==> src/rtl/debounce_event_arbiter_if.sv <==
// Event port of the debounce front end: a valid/ready stream carrying the
// channel number and edge direction of each debounced transition.
//   evt_valid  master->slave  event available
//   evt_ready  slave->master  consumer accepts the event this cycle
//   evt_ch     master->slave  channel that produced the event
//   evt_rise   master->slave  1 = rising edge, 0 = falling edge
interface debounce_event_arbiter_if #(
    parameter int unsigned N_CH = 4
);
    localparam int unsigned CH_W = $clog2(N_CH);

    logic            evt_valid;
    logic            evt_ready;
    logic [CH_W-1:0] evt_ch;
    logic            evt_rise;

    modport master (
        output evt_valid,
        output evt_ch,
        output evt_rise,
        input  evt_ready
    );

    modport slave (
        input  evt_valid,
        input  evt_ch,
        input  evt_rise,
        output evt_ready
    );
endinterface

==> src/rtl/debounce_event_arbiter.sv <==
// Multi-channel switch debouncer with a round-robin event port.
// Each raw input is synchronised (2 flops), debounced against a shared
// prescaled tick, and every debounced edge is queued as a one-deep pending
// event per channel. Pending events are scheduled round-robin onto evt.
//   clk, rstb     clock, asynchronous active-low reset
//   enable        1 = prescaler and debounce counters run, 0 = frozen
//   prescale      tick period minus 1, in clk cycles
//   stable_ticks  ticks of stability required minus 1
//   raw_in        asynchronous raw switch inputs
//   db_out        debounced levels
//   ovf_flags     sticky: an undelivered event on the channel was overwritten
//   ovf_clr       clears all ovf_flags (a same-cycle set wins)
//   evt           event stream (master side)
module debounce_event_arbiter #(
    parameter int unsigned N_CH       = 4,
    parameter int unsigned CNT_W      = 8,
    parameter int unsigned PRESCALE_W = 16,
    parameter logic        RST_VAL    = 1'b0
) (
    input  logic                     clk,
    input  logic                     rstb,
    input  logic                     enable,
    input  logic [PRESCALE_W-1:0]    prescale,
    input  logic [CNT_W-1:0]         stable_ticks,
    input  logic [N_CH-1:0]          raw_in,
    output logic [N_CH-1:0]          db_out,
    output logic [N_CH-1:0]          ovf_flags,
    input  logic                     ovf_clr,
    debounce_event_arbiter_if.master evt
);
    localparam int unsigned CH_W = $clog2(N_CH);
    localparam logic [CH_W-1:0] LAST_CH = CH_W'(N_CH - 1);

    logic [N_CH-1:0]       sync_meta;
    logic [N_CH-1:0]       sync_in;
    logic [PRESCALE_W-1:0] pc;
    logic                  tick;
    logic [CNT_W-1:0]      cnt [N_CH];
    logic [N_CH-1:0]       raise;
    logic [N_CH-1:0]       pending, pending_d;
    logic [N_CH-1:0]       pend_rise, pend_rise_d;
    logic [N_CH-1:0]       ovf_d;
    logic [CH_W-1:0]       rr_ptr;
    logic                  out_valid;
    logic [CH_W-1:0]       out_ch;
    logic                  out_rise;
    logic                  load;
    logic                  found;
    logic [CH_W-1:0]       sel;
    logic [CH_W-1:0]       scan_idx;
    logic [CH_W-1:0]       rr_next;

    assign evt.evt_valid = out_valid;
    assign evt.evt_ch    = out_ch;
    assign evt.evt_rise  = out_rise;

    // Synchroniser
    always_ff @(posedge clk or negedge rstb) begin
        if (!rstb) begin
            sync_meta <= {N_CH{RST_VAL}};
            sync_in   <= {N_CH{RST_VAL}};
        end else begin
            sync_meta <= raw_in;
            sync_in   <= sync_meta;
        end
    end

    // Prescaler; pc > prescale (prescale shrunk mid-count) wraps without a tick.
    assign tick = enable && (pc == prescale);

    always_ff @(posedge clk or negedge rstb) begin
        if (!rstb) begin
            pc <= '0;
        end else if (!enable || pc >= prescale) begin
            pc <= '0;
        end else begin
            pc <= pc + 1'b1;
        end
    end

    // Debounce: the >= compare caps the count, so it cannot wrap.
    always_comb begin
        raise = '0;
        for (int i = 0; i < N_CH; i++) begin
            raise[i] = tick && (sync_in[i] != db_out[i]) && (cnt[i] >= stable_ticks);
        end
    end

    always_ff @(posedge clk or negedge rstb) begin
        if (!rstb) begin
            db_out <= {N_CH{RST_VAL}};
            for (int i = 0; i < N_CH; i++) cnt[i] <= '0;
        end else begin
            for (int i = 0; i < N_CH; i++) begin
                if (sync_in[i] == db_out[i]) begin
                    cnt[i] <= '0;
                end else if (tick) begin
                    if (cnt[i] >= stable_ticks) begin
                        db_out[i] <= sync_in[i];
                        cnt[i]    <= '0;
                    end else begin
                        cnt[i] <= cnt[i] + 1'b1;
                    end
                end
            end
        end
    end

    // Round-robin pick: first pending channel at or after rr_ptr, with wrap.
    assign load = !out_valid || evt.evt_ready;

    always_comb begin
        found    = 1'b0;
        sel      = '0;
        scan_idx = rr_ptr;
        for (int k = 0; k < N_CH; k++) begin
            if (!found && pending[scan_idx]) begin
                found = 1'b1;
                sel   = scan_idx;
            end
            scan_idx = (scan_idx == LAST_CH) ? '0 : scan_idx + 1'b1;
        end
    end

    assign rr_next = (sel == LAST_CH) ? '0 : sel + 1'b1;

    // Pending slots: the load clears its slot first, so a same-cycle raise on
    // the loaded channel refills it without counting as an overflow.
    always_comb begin
        pending_d   = pending;
        pend_rise_d = pend_rise;
        ovf_d       = ovf_clr ? '0 : ovf_flags;
        if (load && found) pending_d[sel] = 1'b0;
        for (int i = 0; i < N_CH; i++) begin
            if (raise[i]) begin
                if (pending_d[i]) ovf_d[i] = 1'b1;
                pending_d[i]   = 1'b1;
                pend_rise_d[i] = sync_in[i];
            end
        end
    end

    always_ff @(posedge clk or negedge rstb) begin
        if (!rstb) begin
            pending   <= '0;
            pend_rise <= '0;
            ovf_flags <= '0;
            out_valid <= 1'b0;
            out_ch    <= '0;
            out_rise  <= 1'b0;
            rr_ptr    <= '0;
        end else begin
            pending   <= pending_d;
            pend_rise <= pend_rise_d;
            ovf_flags <= ovf_d;
            if (load) begin
                if (found) begin
                    out_valid <= 1'b1;
                    out_ch    <= sel;
                    out_rise  <= pend_rise[sel];
                    rr_ptr    <= rr_next;
                end else begin
                    out_valid <= 1'b0;
                end
            end
        end
    end
endmodule

==> src/flat_wrapper.sv <==
// flat-port wrapper written by rule: the top's interface ports become plain ports
module debounce_event_arbiter_flat 
#(
    parameter int unsigned N_CH       = 4,
    parameter int unsigned CNT_W      = 8,
    parameter int unsigned PRESCALE_W = 16,
    parameter logic        RST_VAL    = 1'b0
)
  (clk, rstb, enable, prescale, stable_ticks, raw_in, db_out, ovf_flags, ovf_clr, evt_evt_valid, evt_evt_ch, evt_evt_rise, evt_evt_ready);
  debounce_event_arbiter_if #(.N_CH(N_CH)) evt_i ();
  input  logic clk;
  input  logic rstb;
  input  logic enable;
  input  logic [PRESCALE_W-1:0] prescale;
  input  logic [CNT_W-1:0] stable_ticks;
  input  logic [N_CH-1:0] raw_in;
  output logic [N_CH-1:0] db_out;
  output logic [N_CH-1:0] ovf_flags;
  input  logic ovf_clr;
  output wire logic [$bits(evt_i.evt_valid)-1:0] evt_evt_valid;
  output wire logic [$bits(evt_i.evt_ch)-1:0] evt_evt_ch;
  output wire logic [$bits(evt_i.evt_rise)-1:0] evt_evt_rise;
  input wire logic [$bits(evt_i.evt_ready)-1:0] evt_evt_ready;
  assign evt_evt_valid = evt_i.evt_valid;
  assign evt_evt_ch = evt_i.evt_ch;
  assign evt_evt_rise = evt_i.evt_rise;
  assign evt_i.evt_ready = evt_evt_ready;
  debounce_event_arbiter #(.N_CH(N_CH), .CNT_W(CNT_W), .PRESCALE_W(PRESCALE_W), .RST_VAL(RST_VAL)) u_core (.clk(clk), .rstb(rstb), .enable(enable), .prescale(prescale), .stable_ticks(stable_ticks), .raw_in(raw_in), .db_out(db_out), .ovf_flags(ovf_flags), .ovf_clr(ovf_clr), .evt(evt_i));
endmodule
==> config.mk <==
export PLATFORM = sky130hd
export DESIGN_NAME = debounce_event_arbiter_flat
export DESIGN_NICKNAME = d
export VERILOG_FILES = /design/src/rtl/debounce_event_arbiter_if.sv /design/src/rtl/debounce_event_arbiter.sv /design/src/flat_wrapper.sv
export SDC_FILE = /design/constraint.sdc
export NUM_CORES = 1
export LEC_CHECK = 0
export ABC_CLOCK_PERIOD_IN_PS = 7010
export CAP_MARGIN = 40
export CORE_ASPECT_RATIO = 2
export CORE_MARGIN = 4
export CORE_UTILIZATION = 50
export DETAILED_ROUTE_END_ITERATION = 16
export PLACE_DENSITY_LB_ADDON = 0.15
export SLEW_MARGIN = 10
export SYNTH_ARGS = -nofsm -noshare
export SYNTH_HDL_FRONTEND = slang
export SYNTH_SLANG_ARGS = --single-unit
==> constraint.sdc <==
create_clock -name clk -period 7.01 [get_ports clk]
set_clock_uncertainty 0.1 [all_clocks]
set_input_delay 1.0515 -clock clk [delete_from_list [all_inputs] [get_ports clk]]
set_output_delay 1.0515 -clock clk [all_outputs]
set_load 0.01 [all_outputs]
==> metrics.txt <==
Top Family by Delay on Critical Path simple AND/OR/NAND/NOR gates; CP required 7.19 ns; RSZ-0062 raised after global routing no; largest cells by area after synthesis dfrtp_1 (38%), ha_1 (14%), nand2_1 (4.5%), a21o_1 (3.8%), nand2b_1 (3.6%); initial antenna violation count 0; grt met1 use 21.5%; core area 0.00983 mm2; crit path from prescale[13]; Fin. Hold Viols 0; final instance area 0.00595 mm2; Largest stage delay, worst path 0.46 ns; beginning of the worst hold path u_core.sync_meta[3]; Yosys top cell area share 38.4%; CP max-delay cell clkdlybuf4s50_1; busiest grt layer met2; Die Ht 151 um; Reg clk slew, reported paths 0.06 ns; first-pass GRT wire length 19,300 um; die width 79.3 um; WL final 11,600 um; pwr dens 164 mW/mm2; Area growth syn-to-layout 17.1%; Worst Path Class, Setup in2reg; clk_lat worst skew 0.35 ns; starting density of the core 51.7%; placed inst area 0.00566 mm2; Net Sw Frac 25.1%; Nets 667; Post-CTS Setup Inserts 0; M2 GR Usage 38.1%; Leak Pwr 0.00299 uW; die area 0.0119 mm2; Final GP Congestion 0.843; Seq/Total Area, Yosys 38.4%; CP bufs+invs 2; Post-Syn Instances 532; clock network power share 46.2%; Gate power share 7.0%; ANT cells 0; met3 usage 3.59%; commonest cells after routing, fill and taps aside dfrtp_1 (78), nand2_1 (61), ha_1 (55); Mapped Nets 620; Post-Syn Area per Cell 9.54 um2; Synth area leader dfrtp_1; Internal Pwr Total 732 uW; initial DRC count 170; status complete, no violations; Netlist cell types 50; gr usage total 20.9%; vias in the first global route 4,203; Yosys reg bits 78; pin count of the biggest net entering global routing 46; final setup vio count 0; DR DRC count 0; number of synthesized flops with an enable pin 0; crit-path cells clkdlybuf4s50_1 > inv_1 > ha_1 > nand4_1 > nor4_1 > and3_1 > nand2b_1 > a21oi_1 > mux2_2; Highest Clock Rate 287 MHz; Max Cap Violations 0; CTS tree built; most common cell after layout, fill and taps aside dfrtp_1; DP HPWL 9190 um; CTS H-tree lvls 3; share of cells above drive strength 1 8.90%; Synth Warn # 0; Top-Level Pins 45; Arr. time, crit path 3.67 ns; sequential power share 46.8%; Synth Cell Area 0.00508 mm2; Worst IR Drop VDD 0.124 mV; drt first pass iters 7; r2r startpoint u_core.rr_ptr[0]; Avg WL per Cell 16.2 um; Tcrit/Tclk final 49.8%; Vias 4,059; Resized cells post-CTS 0; final hold slack 0.248 ns; CTS Buf Count 9; setup_tns 0 ns; peak fanout along the critical path 8; hold_buf cts 0; CTS root buf clkbuf_16; CP startpoint kind input pin; CTS sink count 78; ANT nets after route 0; Worst-Margin Slew 0.633 ns; Std-Cell Rows 51; Max-slew headroom 57.8%; Top FF cell, synth dfrtp_1; Hold Crit Class reg2reg; total gr overflow 0; share of flip-flops with an asynchronous set or reset 100%; clock buffer depth 2; endpoint class of the critical path flop; Psw 245 uW; minimum clock period 3.49 ns; fin. max-slew vios 0; PortBufs 44; Vias/cell 5.67
-- cell families after synthesis --
group                    Yosys count  share of synthesized area [%]
AND/OR/NAND/NOR                  193                           18.3
AO/OA/AOI/OAI                    116                           17.1
flip-flops                        78                           38.4
adder cells (fa/ha/maj)           55                           13.6
buffers and inverters             45                           3.77
XOR/XNOR                          26                           4.48
multiplexers                      19                           4.31
-- cell usage after synthesis, types with 6 or more instances --
cell type / number
nand3_1: 20
or2_2: 9
xnor2_1: 11
nor2b_1: 6
nand2_1: 61
nand2b_1: 29
a21oi_1: 14
inv_1: 34
o21ai_0: 11
mux2_2: 13
and3_1: 10
nor2_1: 42
ha_1: 55
dfrtp_1: 78
a22o_1: 12
xor2_1: 15
a221oi_1: 19
a21o_1: 26
-- stage by stage --
step	setup slack (ns)	cells	power (uW)	util (%)
finish	3.52	716	978	60.5
detailed placement	3.17	700	536	57.6
floorplan	4.11	532	494	-
global route	3.32	716	1010	60.5
global placement	3.16	698	531	57.2
CTS	3.56	716	986	60.5
-- final cells by class --
type	instances	area [um2]
clock buffer	9	225
clock inverter	7	66.3
fill	905	3880
inverter	35	131
multi-input combinational	409	2930
sequential	78	1950
tap	132	165
timing repair buffer	46	473
-- registers in the layout, indices dropped and copies added (netlist names) --
signal / cells
u_core.cnt: 32
u_core.db_out: 4
u_core.evt.evt_ch: 2
u_core.evt.evt_rise: 1
u_core.evt.evt_valid: 1
u_core.ovf_flags: 4
u_core.pc: 16
u_core.pend_rise: 4
u_core.pending: 4
u_core.rr_ptr: 2
u_core.sync_in: 4
u_core.sync_meta: 4
-- power groups by stage --
| stage | combinational (uW) | clock [uW] | sequential (uW) |
|---|---|---|---|
| global placement | 65.8 | 0 | 466 |
| floorplan | 29.6 | 0 | 465 |
| CTS | 70.5 | 458 | 457 |
| detailed placement | 70.2 | 0 | 466 |
| finish | 68.6 | 452 | 457 |
| global route | 77.9 | 475 | 458 |
-- path summary, 6_finish.rpt --
kind / endpoint / slack (ns) / depth (start not counted)
hold / removal: u_core.sync_in[3] / 0.25 / 0
hold reg to reg: u_core.sync_in[3] / 0.25 / 0
setup reg to reg: u_core.ovf_flags[1] / 4.06 / 11
setup / recovery: u_core.cnt[8] / 3.52 / 9
min in group asynchronous: u_core.cnt[24] / 0.54 / 1
max in group asynchronous: u_core.evt.evt_valid / 5.69 / 2
-- per-layer routing --
metal	vias up	part of all wire, %
met1	1935	37
met3	39	3.3
li1	1992	-
met2	93	55
met5	-	0
met4	0	5.1
Power figures use the tool's default switching activity.
